<file path="config.mk">
export PLATFORM = sky130hd
export DESIGN_NAME = agdc_input_cond
export DESIGN_NICKNAME = d
export VERILOG_FILES = /design/src/rtl/agdc_input_cond.sv
export SDC_FILE = /design/constraint.sdc
export NUM_CORES = 1
export LEC_CHECK = 0
export ABC_AREA = 1
export CAP_MARGIN = 20
export CELL_PAD_IN_SITES_DETAIL_PLACEMENT = 2
export CELL_PAD_IN_SITES_GLOBAL_PLACEMENT = 2
export CORE_ASPECT_RATIO = 1.75
export CORE_UTILIZATION = 25
export DETAILED_ROUTE_END_ITERATION = 10
export DONT_BUFFER_PORTS = 1
export PLACE_DENSITY = 0.57
export SKIP_CTS_REPAIR_TIMING = 1
export SYNTH_ARGS = -nofsm -noshare
export SYNTH_HDL_FRONTEND = slang
export SYNTH_SLANG_ARGS = --single-unit
export TNS_END_PERCENT = 10
</file>
<file path="constraint.sdc">
create_clock -name clk -period 3.5 [get_ports clk]
set_input_delay 0 -clock clk [delete_from_list [all_inputs] [get_ports clk]]
set_output_delay 0 -clock clk [all_outputs]
set_load 0.005 [all_outputs]
</file>
<file path="src/rtl/agdc_input_cond.sv">
// agdc_input_cond: sync + debounce for the wall button and both door limit
// switches, driving AGDC Activate / UP_Max / DN_Max and a both-limits fault.
//
// Ports:
//   clk        - sole clock, rising edge
//   rst        - asynchronous active-high reset, clears every flop
//   btn_raw    - raw wall button (1 = pressed)
//   up_lim_raw - raw upper limit switch (1 = door fully open)
//   dn_lim_raw - raw lower limit switch (1 = door fully closed)
//   Activate   - one-cycle press pulse, gated by holdoff and limit fault
//   UP_Max     - debounced upper limit level
//   DN_Max     - debounced lower limit level
//   lim_fault  - high while both debounced limits are high
module agdc_input_cond #(
    parameter int SYNC_STAGES = 2,
    parameter int DEB_CYCLES  = 4,
    parameter int HOLDOFF     = 16
) (
    input  logic clk,
    input  logic rst,
    input  logic btn_raw,
    input  logic up_lim_raw,
    input  logic dn_lim_raw,
    output logic Activate,
    output logic UP_Max,
    output logic DN_Max,
    output logic lim_fault
);

    localparam int NCH = 3;
    localparam int CW  = $clog2(DEB_CYCLES + 1);
    // A zero holdoff still gets a 1-bit counter that simply never loads.
    localparam int HW  = (HOLDOFF > 0) ? $clog2(HOLDOFF + 1) : 1;

    localparam logic [CW-1:0] CNT_LAST  = CW'(DEB_CYCLES - 1);
    localparam logic [HW-1:0] HOLD_LOAD = HW'(HOLDOFF);

    // Channel index: 0 = button, 1 = up limit, 2 = down limit.
    localparam int CH_BTN = 0;
    localparam int CH_UP  = 1;
    localparam int CH_DN  = 2;

    logic [NCH-1:0]         w_raw;
    logic [SYNC_STAGES-1:0] r_sync    [NCH];
    logic [NCH-1:0]         w_sync;
    logic [NCH-1:0]         r_deb;
    logic [NCH-1:0]         w_deb_nxt;
    logic [CW-1:0]          r_cnt     [NCH];
    logic [CW-1:0]          w_cnt_nxt [NCH];
    logic [HW-1:0]          r_hold;
    logic [HW-1:0]          w_hold_nxt;
    logic                   r_act;
    logic                   r_fault;
    logic                   w_fault_nxt;
    logic                   w_press;
    logic                   w_fire;

    assign w_raw = {dn_lim_raw, up_lim_raw, btn_raw};

    // ------------------------------------------------------------------
    // Synchronisers
    // ------------------------------------------------------------------
    always_ff @(posedge clk or posedge rst) begin
        if (rst) begin
            for (int i = 0; i < NCH; i++) begin
                r_sync[i] <= '0;
            end
        end else begin
            for (int i = 0; i < NCH; i++) begin
                r_sync[i] <= {r_sync[i][SYNC_STAGES-2:0], w_raw[i]};
            end
        end
    end

    always_comb begin
        w_sync = '0;
        for (int i = 0; i < NCH; i++) begin
            w_sync[i] = r_sync[i][SYNC_STAGES-1];
        end
    end

    // ------------------------------------------------------------------
    // Debounce: level flips only after DEB_CYCLES consecutive
    // disagreeing cycles; any agreeing cycle restarts the count.
    // ------------------------------------------------------------------
    always_comb begin
        w_deb_nxt = r_deb;
        for (int i = 0; i < NCH; i++) begin
            w_cnt_nxt[i] = '0;
            if (w_sync[i] != r_deb[i]) begin
                if (r_cnt[i] == CNT_LAST) begin
                    w_deb_nxt[i] = w_sync[i];
                end else begin
                    w_cnt_nxt[i] = r_cnt[i] + CW'(1);
                end
            end
        end
    end

    always_ff @(posedge clk or posedge rst) begin
        if (rst) begin
            r_deb <= '0;
            for (int i = 0; i < NCH; i++) begin
                r_cnt[i] <= '0;
            end
        end else begin
            r_deb <= w_deb_nxt;
            for (int i = 0; i < NCH; i++) begin
                r_cnt[i] <= w_cnt_nxt[i];
            end
        end
    end

    // ------------------------------------------------------------------
    // Fault and press qualification. Both use next-state debounced
    // levels so they line up with UP_Max / DN_Max on the same edge.
    // ------------------------------------------------------------------
    assign w_fault_nxt = w_deb_nxt[CH_UP] & w_deb_nxt[CH_DN];
    assign w_press     = w_deb_nxt[CH_BTN] & ~r_deb[CH_BTN];
    // Disqualified presses are dropped, never queued.
    assign w_fire      = w_press & (r_hold == '0) & ~w_fault_nxt;

    always_comb begin
        w_hold_nxt = r_hold;
        if (w_fire) begin
            w_hold_nxt = HOLD_LOAD;
        end else if (r_hold != '0) begin
            w_hold_nxt = r_hold - HW'(1);
        end
    end

    always_ff @(posedge clk or posedge rst) begin
        if (rst) begin
            r_act   <= 1'b0;
            r_fault <= 1'b0;
            r_hold  <= '0;
        end else begin
            r_act   <= w_fire;
            r_fault <= w_fault_nxt;
            r_hold  <= w_hold_nxt;
        end
    end

    assign Activate  = r_act;
    assign UP_Max    = r_deb[CH_UP];
    assign DN_Max    = r_deb[CH_DN];
    assign lim_fault = r_fault;

endmodule

</file>
Yosys cells after proc, flatten, opt, wreduce, memory -nomap -nowiden
Index checks and enable logic that the tools add are counted.

Order comparisons: 0. $mul: 0. $add $sub $neg: 4. Muxes and demuxes: 14. Bitwise operators: 6. Div/mod/pow operators: 0. Eq/ne operators: 6. Shift-type cells: 0. Reductions and logical operators: 3.

Operators by type and width (count): 2-to-1 mux 3 bit (6); 2-to-1 mux 5 bit (2); adder 3 x 1 -> 3 bit (second input constant) (3); equality test 3 x 2 -> 1 bit (second input constant) (3); 2-to-1 mux 1 bit (6); logical NOT 5 bit (1); nonzero test 5 bit (1); subtractor 5 x 1 -> 5 bit (second input constant) (1); bitwise AND 1 bit (4); inequality test 1 bit (3); inverter 1 bit (2); nonzero test 2 bit (1).

Register bits after elaboration: 25. Logic and storage cells: 43. Bits in writable memories: 0. Memories kept: 0. Bits in read-only memories: 0. Latch bits: 0. Bits of input ports: 5. Output and inout port bits: 4.

Logic depth before layout (Yosys ltp)
Depth in word-level cells: 7. Mapped depth: 8. Mapped depth without buffers: 8.

Least setup slack after synthesis
Ideal clock, no wire load.

Path type: register -> register. Start: reg r_hold[0]. End: reg r_hold[1]. Clock period less this slack: 1.178 ns. Data required time: 3.387 ns. Stages on the path, launching flop included: 8. Data arrival time: 1.065 ns. Library setup time: 0.113 ns. Path slack: 2.322 ns. Buffers on the path: 0. Cells stage by stage: dfrtp_1 > inv_1 > ha_1 > nand3_4 > nor2_4 > nand2_2 > nand2_1 > inv_1.

Word-level cells in the longest chain between the ends: 4. Elaborated cells on any way between the ends: 8. Those cells by class: 1 x add/sub; 2 x mux; 2 x bitwise; 3 x reduce/logical.

RTL lines: start: declaration (line 50) `logic [HW-1:0] r_hold;`; start signal: assignment (line 140) `r_hold <= w_hold_nxt;`; branches (longest 4 deep; another with subtractor 5 x 1 -> 5 bit).

Parallel ways; which one is timed is not known. The select of a mux whose other input is x is not followed. A chain may end at the register's enable or synchronous reset.

Final worst setup path
Ends and elaborated chain as after synthesis.

==> results.cfg <==
[grt]
grt_remaining_overflow = 0
grt_pass1_vias = 759
grt_max_degree = 26
grt_pass1_wl_um = 3360
grt_usage = 0.105
antenna_found_initial = 0

[sta]
setup_viol = 0
maxSlewHeadroom = 0.793
fmax_mhz = 742
fin_skew_ns = 0.00687
rsz0062_at_grt = no
min_period_over_period = 0.385
post-route-min-period_ns = 1.35
hold_viol_final = 0
slew_viol_final = 0
whs_ns = 0.0437
tightest_slew_ns = 0.308
finalSetupTns_ns = 0

[yosys]
syn_avg_cell_area_sq_um = 10.8
synth_area_leader_cell = dfrtp_1
synth.area.top_cells = dfrtp_1 (62%), nand2_1 (6.3%), ha_1 (4.9%), inv_1 (3.7%), nor2_4 (3.3%)
ys.warnings.count = 0
syn-num-nets = 103
synthDistinctLibCells = 17
yosysSeqAreaShare = 0.617
ys_ff_latch = 25
syn_area_sq_um = 1010
syn-instance-count = 94
synth_top_area_frac = 0.617

[route]
postRouteAntennaNets = 0
routed_wl_um = 1950
num_vias = 650
route.detailed.drc = 0
vias_per_cell = 4.30
firstDrtPassIters = 1
drt_iter0_markers = 0
routedWlPerCell_um = 12.9

[worst_setup_path]
slowest_delay_ns = 0.39
crit_chain = inv_1 > ha_1 > nand3_4 > nor2_4 > nand2_2 > nand2_1 > inv_1
crit_path_start_kind = flop
path_delay_family = flip-flops
crit_path_frequent_cell = inv_1
required_ns = 3.67
reg2reg_slack_ns = 2.15
crit_buf_inv = 2
path_max_fanout = 6
cp.depth = 7
r2r_cells = 7
worstReg2RegEnd = r_hold[1]$_DFFE_PP0P_
slowest_stage = dfrtp_1
crit_path_end_kind = flop
critical_path_arrival_ns = 1.51
crit_type = reg2reg
reg2reg_from = r_hold[0]$_DFFE_PP0P_

[clock_tree]
insertion_delay_ns = 0.27
cts_buffers = 3
clkSinkCount = 25
cts_buffer_depth = 2
cts_tree = done
htree_levels = 1
cts.clk_slew.worst_paths_ns = 0.09
root_buffer = clkbuf_8

[run]
cap_violations = 0

[place]
hpwl_um = 1490
post_dp_cell_area_sq_um = 1070
gp_congestion = 0.673
dp.cells = 142
port_buffers = 0

[floorplan]
core-area_sq_um = 3870
initial_core_util = 0.262
row_count = 30
ioPinCount = 9
die_area_sq_um = 4330
chipWidth_um = 50.2
die_y_um = 86.3

[finish]
area_delta_synth_final_pct = 17.1
drive_above_1_share = 0.184
instances_no_fill = 151
final_cell_area_sq_um = 1190
final_nets = 113
antennaDiodeCount = 0
finish.utilization = 0.307

[status]
status = completed

[power_and_ir_drop]
vdd_drop_max_mv = 0.253
power_leakage_nw = 0.576
powerDensity_nw_per_um2 = 747

[min_path]
hp-class = in2async
[cells by family (layout without fill, tap and decap cells)]
logic type	after synthesis	count (layout)	share of synthesized area
DFF	25	25	0.617
adders and majority gates	4	4	0.0493
buffers and inverters	14	23	0.0518
AOI/OAI and AO/OA	3	3	0.0148
and+or+nand+nor	45	45	0.242
xor gates and xnor gates	3	3	0.0259
[metrics by stage]
step                power (mW)  worst slack (ns)
finish                   0.888              2.15
global route             0.964              2.07
detailed placement       0.725              2.19
floorplan                0.649              2.32
CTS                      0.906              2.14
global placement         0.701              2.26
[state kept, by name (all words and copies together) (netlist names)]
name and count:
Activate 1, lim_fault 1, r_cnt 9, r_deb 3, r_hold 5, r_sync 6
[power by group]
group / leakage, nW / total (mW) / switching [mW] / internal, mW
registers: 0.314 / 0.422 / 0.0557 / 0.367
logic: 0.236 / 0.295 / 0.178 / 0.117
clock network: 0.0255 / 0.171 / 0.0914 / 0.0796
[synth_stat cells, drive strengths merged]
cell	number
nand4	2
ha	4
nor3b	3
inv	14
a21oi	2
dfrtp	25
nor3	3
nor2	10
nand3	5
nand2	22
o21ai	1
xnor2	3
[layout make-up]
cell class,count,area (sq um)
clock buffer,3,41.3
clock inverter,1,5.00
fill,424,2680
inverter,14,52.6
multi-input combinational,55,337
sequential,25,626
tap,48,60.1
timing repair buffer,5,67.6
[worst max-delay path by stage]
stage | from | end | slack, ns
global placement | r_hold[0]$_DFFE_PP0P_ | r_hold[1]$_DFFE_PP0P_ | 2.26
global route | r_hold[0]$_DFFE_PP0P_ | r_hold[1]$_DFFE_PP0P_ | 2.07
detailed placement | r_hold[0]$_DFFE_PP0P_ | r_hold[1]$_DFFE_PP0P_ | 2.19
floorplan | r_hold[0]$_DFFE_PP0P_ | r_hold[1]$_DFFE_PP0P_ | 2.32
CTS | r_hold[0]$_DFFE_PP0P_ | r_hold[1]$_DFFE_PP0P_ | 2.14
finish | r_hold[0]$_DFFE_PP0P_ | r_hold[1]$_DFFE_PP0P_ | 2.15
[metal layers]
| layer | global-route usage | vias to the layer above | share of wire |
|---|---|---|---|
| met5 | 0 | - | 0 |
| met4 | 0.0545 | 0 | 0.020 |
| met3 | 0.0246 | 5 | 0.033 |
| met2 | 0.204 | 11 | 0.58 |
| met1 | 0.0949 | 325 | 0.37 |
| li1 | - | 309 | - |
[worst register-to-register path, stage by stage (launching register included)]
cell     delay [ns]
dfrtp_1        0.39
inv_1          0.10
ha_1           0.33
nand3_4        0.14
nor2_4         0.11
nand2_2        0.07
nand2_1        0.06
inv_1          0.04
[layout by cell type (no fill, tap or decap)]
cell type      instances
dlygate4sd3_1          4
clkinv_2               1
nand2_1               17
nand3_4                1
buf_16                 1
clkbuf_8               3
nor2_2                 1
inv_1                 10
nand4_1                2
ha_1                   4
nand2_2                5
o21ai_1                1
dfrtp_1               25
nand3_1                4
nor2_1                 6
inv_2                  4
nor3b_1                3
xnor2_1                3
nor2_4                 3
a21oi_1                2
nor3_1                 3
No activity file was read; power rests on OpenSTA's default activity.
